### config.mk
export PLATFORM = sky130hd
export DESIGN_NAME = mem_arbiter24
export DESIGN_NICKNAME = d
export VERILOG_FILES = /design/src/rtl/mem_arbiter24.sv
export SDC_FILE = /design/constraint.sdc
export NUM_CORES = 1
export LEC_CHECK = 0
export BUFFER_PORTS_ARGS = -buffer_cell sky130_fd_sc_hd__buf_2
export CAP_MARGIN = 10
export CORE_UTILIZATION = 40
export DETAILED_ROUTE_END_ITERATION = 6
export PLACE_DENSITY_LB_ADDON = 0.1
export SYNTH_ARGS = -nofsm -noshare
export SYNTH_HDL_FRONTEND = slang
export SYNTH_SLANG_ARGS = --single-unit
### constraint.sdc
create_clock -name Clock -period 1.8 [get_ports Clock]
set_input_delay 0.36 -clock Clock [delete_from_list [all_inputs] [get_ports Clock]]
set_output_delay 0.36 -clock Clock [all_outputs]
set_load 0.02 [all_outputs]
### src/rtl/mem_arbiter24.sv
// Arbiter for one single-port synchronous memory shared by the CPU fetch (I) and load/store (D) ports.
// Optional build macro MEMARB_ROUND_ROBIN_EN swaps D-priority/starvation guard for round-robin on ties.
module mem_arbiter24 #(
   parameter int unsigned DATA_W     = 24,
   parameter int unsigned ADDR_W     = 16,
   parameter int unsigned MEM_LAT    = 2,
   parameter int unsigned STARVE_MAX = 4
) (
   input  logic              Clock,
   input  logic              Reset,
   input  logic              IReq,
   input  logic [ADDR_W-1:0] IAddr,
   output logic              IGnt,
   output logic [DATA_W-1:0] IRdata,
   output logic              IRvalid,
   input  logic              DReq,
   input  logic              DWe,
   input  logic [ADDR_W-1:0] DAddr,
   input  logic [DATA_W-1:0] DWdata,
   output logic              DGnt,
   output logic [DATA_W-1:0] DRdata,
   output logic              DRvalid,
   output logic              MemEn,
   output logic              MemWe,
   output logic [ADDR_W-1:0] MemAddr,
   output logic [DATA_W-1:0] MemWdata,
   input  logic [DATA_W-1:0] MemRdata,
   output logic              Busy
);

   localparam int unsigned LAT_W = (MEM_LAT < 1) ? 1 : $clog2(MEM_LAT + 1);

   typedef enum logic [0:0] {
      IDLE    = 1'b0,
      RD_WAIT = 1'b1
   } state_t;

   state_t            state_q, state_nx;
   logic [LAT_W-1:0]  lat_q, lat_nx;
   logic              owner_d_q, owner_d_nx;
   logic              gnt_i_c, gnt_d_c, done_c, i_pri_c;

   logic              ignt_nx, dgnt_nx, irvalid_nx, drvalid_nx;
   logic              memen_nx, memwe_nx, busy_nx;
   logic [ADDR_W-1:0] memaddr_nx;
   logic [DATA_W-1:0] memwdata_nx, irdata_nx, drdata_nx;

`ifdef MEMARB_ROUND_ROBIN_EN
   logic              last_d_q, last_d_nx;
`else
   localparam int unsigned STV_W = (STARVE_MAX < 1) ? 1 : $clog2(STARVE_MAX + 1);
   logic [STV_W-1:0]  starve_q, starve_nx;
`endif

   // State register and registered outputs
   always_ff @(posedge Clock) begin
      if (Reset) begin
         state_q   <= IDLE;
         lat_q     <= '0;
         owner_d_q <= 1'b0;
`ifdef MEMARB_ROUND_ROBIN_EN
         last_d_q  <= 1'b0;
`else
         starve_q  <= '0;
`endif
         IGnt      <= 1'b0;
         DGnt      <= 1'b0;
         IRvalid   <= 1'b0;
         DRvalid   <= 1'b0;
         IRdata    <= '0;
         DRdata    <= '0;
         MemEn     <= 1'b0;
         MemWe     <= 1'b0;
         MemAddr   <= '0;
         MemWdata  <= '0;
         Busy      <= 1'b0;
      end else begin
         state_q   <= state_nx;
         lat_q     <= lat_nx;
         owner_d_q <= owner_d_nx;
`ifdef MEMARB_ROUND_ROBIN_EN
         last_d_q  <= last_d_nx;
`else
         starve_q  <= starve_nx;
`endif
         IGnt      <= ignt_nx;
         DGnt      <= dgnt_nx;
         IRvalid   <= irvalid_nx;
         DRvalid   <= drvalid_nx;
         IRdata    <= irdata_nx;
         DRdata    <= drdata_nx;
         MemEn     <= memen_nx;
         MemWe     <= memwe_nx;
         MemAddr   <= memaddr_nx;
         MemWdata  <= memwdata_nx;
         Busy      <= busy_nx;
      end
   end

   // Arbitration, latency countdown and next state
   always_comb begin
      state_nx   = state_q;
      lat_nx     = lat_q;
      owner_d_nx = owner_d_q;
      gnt_i_c    = 1'b0;
      gnt_d_c    = 1'b0;
      done_c     = 1'b0;
`ifdef MEMARB_ROUND_ROBIN_EN
      last_d_nx  = last_d_q;
      i_pri_c    = last_d_q;
`else
      starve_nx  = starve_q;
      i_pri_c    = (starve_q == STV_W'(STARVE_MAX));
`endif
      case (state_q)
         IDLE: begin
            if (DReq && !(IReq && i_pri_c)) begin
               gnt_d_c = 1'b1;
            end else if (IReq) begin
               gnt_i_c = 1'b1;
            end
            if (gnt_i_c || gnt_d_c) begin
               owner_d_nx = gnt_d_c;
            end
            if (gnt_i_c || (gnt_d_c && !DWe)) begin
               state_nx = RD_WAIT;
               lat_nx   = LAT_W'(MEM_LAT);
            end
         end
         RD_WAIT: begin
            // Counter hits zero in the cycle MemRdata is valid
            if (lat_q == '0) begin
               done_c   = 1'b1;
               state_nx = IDLE;
            end else begin
               lat_nx = lat_q - LAT_W'(1);
            end
         end
         default: state_nx = IDLE;
      endcase
`ifdef MEMARB_ROUND_ROBIN_EN
      if (gnt_i_c || gnt_d_c) begin
         last_d_nx = gnt_d_c;
      end
`else
      if (!IReq || gnt_i_c) begin
         starve_nx = '0;
      end else if (gnt_d_c && (starve_q != STV_W'(STARVE_MAX))) begin
         starve_nx = starve_q + STV_W'(1);
      end
`endif
   end

   // Next values of the registered outputs
   always_comb begin
      ignt_nx     = gnt_i_c;
      dgnt_nx     = gnt_d_c;
      memen_nx    = gnt_i_c | gnt_d_c;
      memwe_nx    = gnt_d_c & DWe;
      memaddr_nx  = '0;
      memwdata_nx = '0;
      if (gnt_d_c) begin
         memaddr_nx = DAddr;
         if (DWe) begin
            memwdata_nx = DWdata;
         end
      end else if (gnt_i_c) begin
         memaddr_nx = IAddr;
      end
      irvalid_nx = done_c & ~owner_d_q;
      drvalid_nx = done_c & owner_d_q;
      irdata_nx  = irvalid_nx ? MemRdata : IRdata;
      drdata_nx  = drvalid_nx ? MemRdata : DRdata;
      busy_nx    = (state_nx == RD_WAIT);
   end

endmodule
After elaboration in Yosys (flattened, before gate mapping). Cells that the tools add are included.

Flip-flop bits (word level): 101. Latch bits: 0. RAM bits: 0. ROM bits: 0. Input bits: 85. Output and inout port bits: 95. Word-level logic and storage cells: 60. Memories: 0.

Add/sub/neg operators: 2. Multiply operators: 0. Div/mod/pow operators: 0. Magnitude comparators: 0. Equality and inequality tests: 4. Shifts and indexed selects: 0. Mux-type cells: 17. Bitwise gates (word level): 8. Reductions and logical operators: 15.

Operator list (count): 16-bit 2-to-1 mux (2); 1-bit 2-to-1 mux (11); 1-bit logical AND (4); 2-bit 2-to-1 mux (2); 2-bit inequality test, second input constant (2); 1-bit NOT (4); 2-bit case mux with 2 select lines (1); 2-bit AND reduction (2); 3-bit by 1-bit adder with 3-bit output, second input constant (1); 1-bit AND (3); 3-bit == test, second input constant (1); 1-bit zero test (3); 1-bit logical OR (3); 3-bit inequality test, second input constant (1); 3-bit OR reduction (1); 2-bit zero test (1); 1-bit case mux with 2 select lines (1); 2-bit OR reduction (1); 2-bit by 1-bit subtractor with 2-bit output, second input constant (1); 1-bit bitwise OR (1).

Depth between registers and ports, before layout.
Depth after elaboration: 10. Depth in mapped cells: 7. Depth with buffers taken out: 5.

Worst setup path after synthesis. No wires, ideal clock.

Kind: register to register. From: register starve_q[0]. To: register MemWdata[4]. Setup time: 60 ps. Arrival: 1398 ps. Data required time: 1740 ps. Setup slack: 342 ps. Stages on the path, launching flop included: 7. Path buffers: 1. Cells stage by stage: dfxtp_1 inv_1 ha_1 and3_4 nor3_4 buf_6 and3_1.

Longest elaborated chain between the ends: 9.

RTL lines: from (decl) (RTL line 52) `logic [STV_W-1:0] starve_q, starve_nx;`; from (signal assigned) (RTL line 84) `starve_q <= starve_nx;`; 3-bit == test (RTL line 113) `i_pri_c = (starve_q == STV_W'(STARVE_MAX));`; 1-bit logical AND (RTL line 117) `if (DReq && !(IReq && i_pri_c)) begin`; 1-bit zero test (RTL line 117); 1-bit logical AND (RTL line 117); 1-bit 2-to-1 mux (RTL line 117); 1-bit 2-to-1 mux (2 in a row) (RTL line 115) `case (state_q)`; 1-bit NOT (no line); 3-bit OR reduction (no line); to (signal assigned) (RTL line 95) `MemWdata <= memwdata_nx;`; to (decl) (RTL line 26) `output logic [DATA_W-1:0] MemWdata,`.

No other way between the ends. The select of a mux whose other input is x is not followed. A chain may end at the register's enable or synchronous reset.

Worst setup path in the final report.
From: register starve_q[0]. To: register MemWdata[22].

The elaborated chain is that of the path after synthesis.

==> reports/results.txt <==
Number of global-route vias before repair: 2,868
Required @ worst endpoint: 2.11 ns
Count leader, synth: dfxtp_1
Tot GR Track Use: 19.71%
CP max stage cell: dfxtp_1
Hold Vio Cnt, Final: 0
FF-to-FF path depth: 6
Hold path endpoint: MemAddr[1]$_SDFF_PP0_
IO Pins: 180
Seq/Total Area, Yosys: 59.41%
Crit share post-route: 85.82%
Setup tns final: 0 ns
Global route overflow: 0
FF+latch count, synth: 101
Fin. max-slew vios: 0
Starting Density: 41.42%
Clk_lat worst skew: 0.37 ns
Synth Area in Adders: 1.103%
CTS clk-pin slew, worst paths: 0.11 ns
IO buf count: 179
Die width: 94.24 um
Worst path max stage delay: 0.35 ns
Initial antenna violation count: 0
Antenna cell count: 0
WHS Path Cells: 2
Post-synthesis mux area share: 0%
ANT nets after route: 0
Routability cong.: 0.7967
Final Core Density: 55.99%
Grt met2 use: 32.79%
Main combinational cell family by area after synthesis: simple AND/OR/NAND/NOR gates
Share of the synthesized area in the top cell type: 59.41%
Worst Slack Setup Final: 0.2553 ns
Largest net degree at the start of global routing: 43
Synth area leader: dfxtp_1
Worst slew pin tran: 0.3274 ns
CTS Hold Buffers Added: 0
# clock sinks: 101
Core Box Area: 8217 um2
Final setup viols: 0
Hold Crit Start: IAddr[1]
TritonRoute pass-1 iters: 4
Global routing's busiest layer: met2
Rows: 33
Met3 GRT Util: 4.693%
DRT Wirelength: 8.772 mm
Synth Area in Compound Gates: 14.12%
Share of cells above drive strength 1: 40.41%
Crit path time final: 1.545 ns
Crit path buf inv count: 2
Post-CTS setup buffers: 0
Die H: 94.24 um
Inserted Clock Buffers: 9
CP Class: reg -> reg
Setup Skew: 0.01076 ns
Mapped Nets: 444
Fmax: 0.6474 GHz
Synthesized area per cell: 9.560 um2
Synth cell count leaders: 101 x dfxtp_1, 98 x nand2_1, 52 x a21oi_1
Area Overhead vs Synth: 35.18%
Synth Area in XOR/XNOR: 0%
Slew HR: 78.13%
Cells after synthesis: 356
Via Count: 3,034
WL/cell: 13.66 um
H-tree depth: 3
Post-cts repair resize count: 0
Critical path arrival: 1.85 ns
Pleak: 2.270 nW
PD cells: 985.6 nW/um2
Pre-CTS WS: 0.2740 ns
Yosys cell types: 30
Final #Nets: 620
Post-synth EDFFs: 0
Top cells by area in the synthesized netlist: dfxtp_1 59%, nand2_1 11%, a21oi_1 7.6%
First-pass GRT wire length: 13.54 mm
Asr flop ratio synth: 0%
CTS tree: done
Crit path launch type: flip-flop
Outcome: finished, final reports clean
Worst R2R End: MemWdata[22]$_SDFF_PP0_
CP Capture Type: flip-flop
Initial DRC count: 64
DR DRC count: 0
CP top delay family: simple AND/OR/NAND/NOR gates
Root Driver: clkbuf_8
Max_cap viols: 0
Crit-path cells: inv_1 > ha_1 > and3_4 > nor3_4 > buf_12 > and3_1
VDD IR-drop max: 0.0005213 V
M1 GR Usage: 24.26%
Post-synthesis cell area: 3403 um2
Flop2flop setup slack: 0.26 ns
Synth warnings: 0
Crit Path Max Fanout: 42
RSZ-0062 raised after global routing: no
Vias/cell: 4.726
Top_reg_cell synth: dfxtp_1
HPWL Detailed: 6.261 mm
Maximum root-to-sink buffer count: 2
Die area: 8881 um2
Simple-Gate Fraction of Synth Area: 20.44%
Reg2reg start: starve_q[0]$_SDFFE_PP0P_
Hold crit path type: in -> reg
[flip-flops by register name, summed over array words and instances (netlist names), 2 cells and up]
register  cells
IRdata       24
DRdata       24
lat_q         2
starve_q      3
MemAddr      16
MemWdata     24
[worst register-to-register path: cells and delay by family (launching register included)]
family                     cells  cell delay, ns
DFF                            1            0.35
buffers and inverters          2            0.28
and+or+nand+nor                3            0.61
adders and majority gates      1            0.25
[per-layer routing]
metal	vias to the layer above	share of wire, %
met1	1386	43
met4	0	1.6
met5	-	0
met2	92	49
met3	11	5.9
li1	1545	-
[power by group]
part	switching [mW]	internal (mW)	leakage [nW]
registers	0.0363	2.32	0.822
clock network	0.830	0.807	0.113
logic	0.321	0.216	1.33
total	1.19	3.35	2.27
[cell type report]
cell class | count | area (um2)
clock inverter | 7 | 107.6
multi-input combinational | 226 | 1214
tap | 105 | 131.4
clock buffer | 9 | 123.9
inverter | 5 | 18.77
sequential | 101 | 2022
fill | 810 | 3616
timing repair buffer | 189 | 983.4
[logic make-up after synthesis]
kind of cell | Yosys count
buffers and inverters | 29
adder cells (fa/ha/maj) | 3
AO/OA/AOI/OAI | 77
AND/OR/NAND/NOR | 146
flip-flops | 101
[placed cells by master (no fill, tap or decap), types with 3 or more instances in the layout]
| master | n |
|---|---|
| nand3_1 | 4 |
| buf_2 | 179 |
| clkbuf_8 | 9 |
| inv_1 | 5 |
| ha_1 | 3 |
| a22o_2 | 6 |
| a21oi_1 | 52 |
| and3_1 | 25 |
| a22o_1 | 10 |
| nor2_1 | 5 |
| nand2_1 | 98 |
| buf_4 | 9 |
| dfxtp_1 | 101 |
[stage by stage]
step | instance area [um2] | power, mW | cells | hold slack (ns)
after floorplan | 3403 | 2.725 | 356 | 0.4322
after global placement | 4369 | 2.942 | 626 | 0.4386
after detailed placement | 4369 | 2.954 | 626 | 0.4430
after CTS | 4601 | 4.565 | 642 | 0.1828
after global routing | 4601 | 4.719 | 642 | 0.1822
final | 4601 | 4.535 | 642 | 0.1953
[how the worst max path moves through the flow]
| stage | cells after the start | to | slack (ns) | from |
|---|---|---|---|---|
| finish | 6 | MemWdata[22]$_SDFF_PP0_ | 0.26 | starve_q[0]$_SDFFE_PP0P_ |
| global route | 6 | MemWdata[22]$_SDFF_PP0_ | 0.16 | starve_q[0]$_SDFFE_PP0P_ |
| CTS | 6 | MemWdata[22]$_SDFF_PP0_ | 0.25 | starve_q[0]$_SDFFE_PP0P_ |
| detailed placement | 6 | MemWdata[17]$_SDFF_PP0_ | 0.27 | starve_q[0]$_SDFFE_PP0P_ |
| global placement | 6 | MemWdata[15]$_SDFF_PP0_ | 0.33 | starve_q[0]$_SDFFE_PP0P_ |
| floorplan | 6 | MemWdata[4]$_SDFF_PP0_ | 0.34 | starve_q[0]$_SDFFE_PP0P_ |
(Power assumes the default switching activity.)
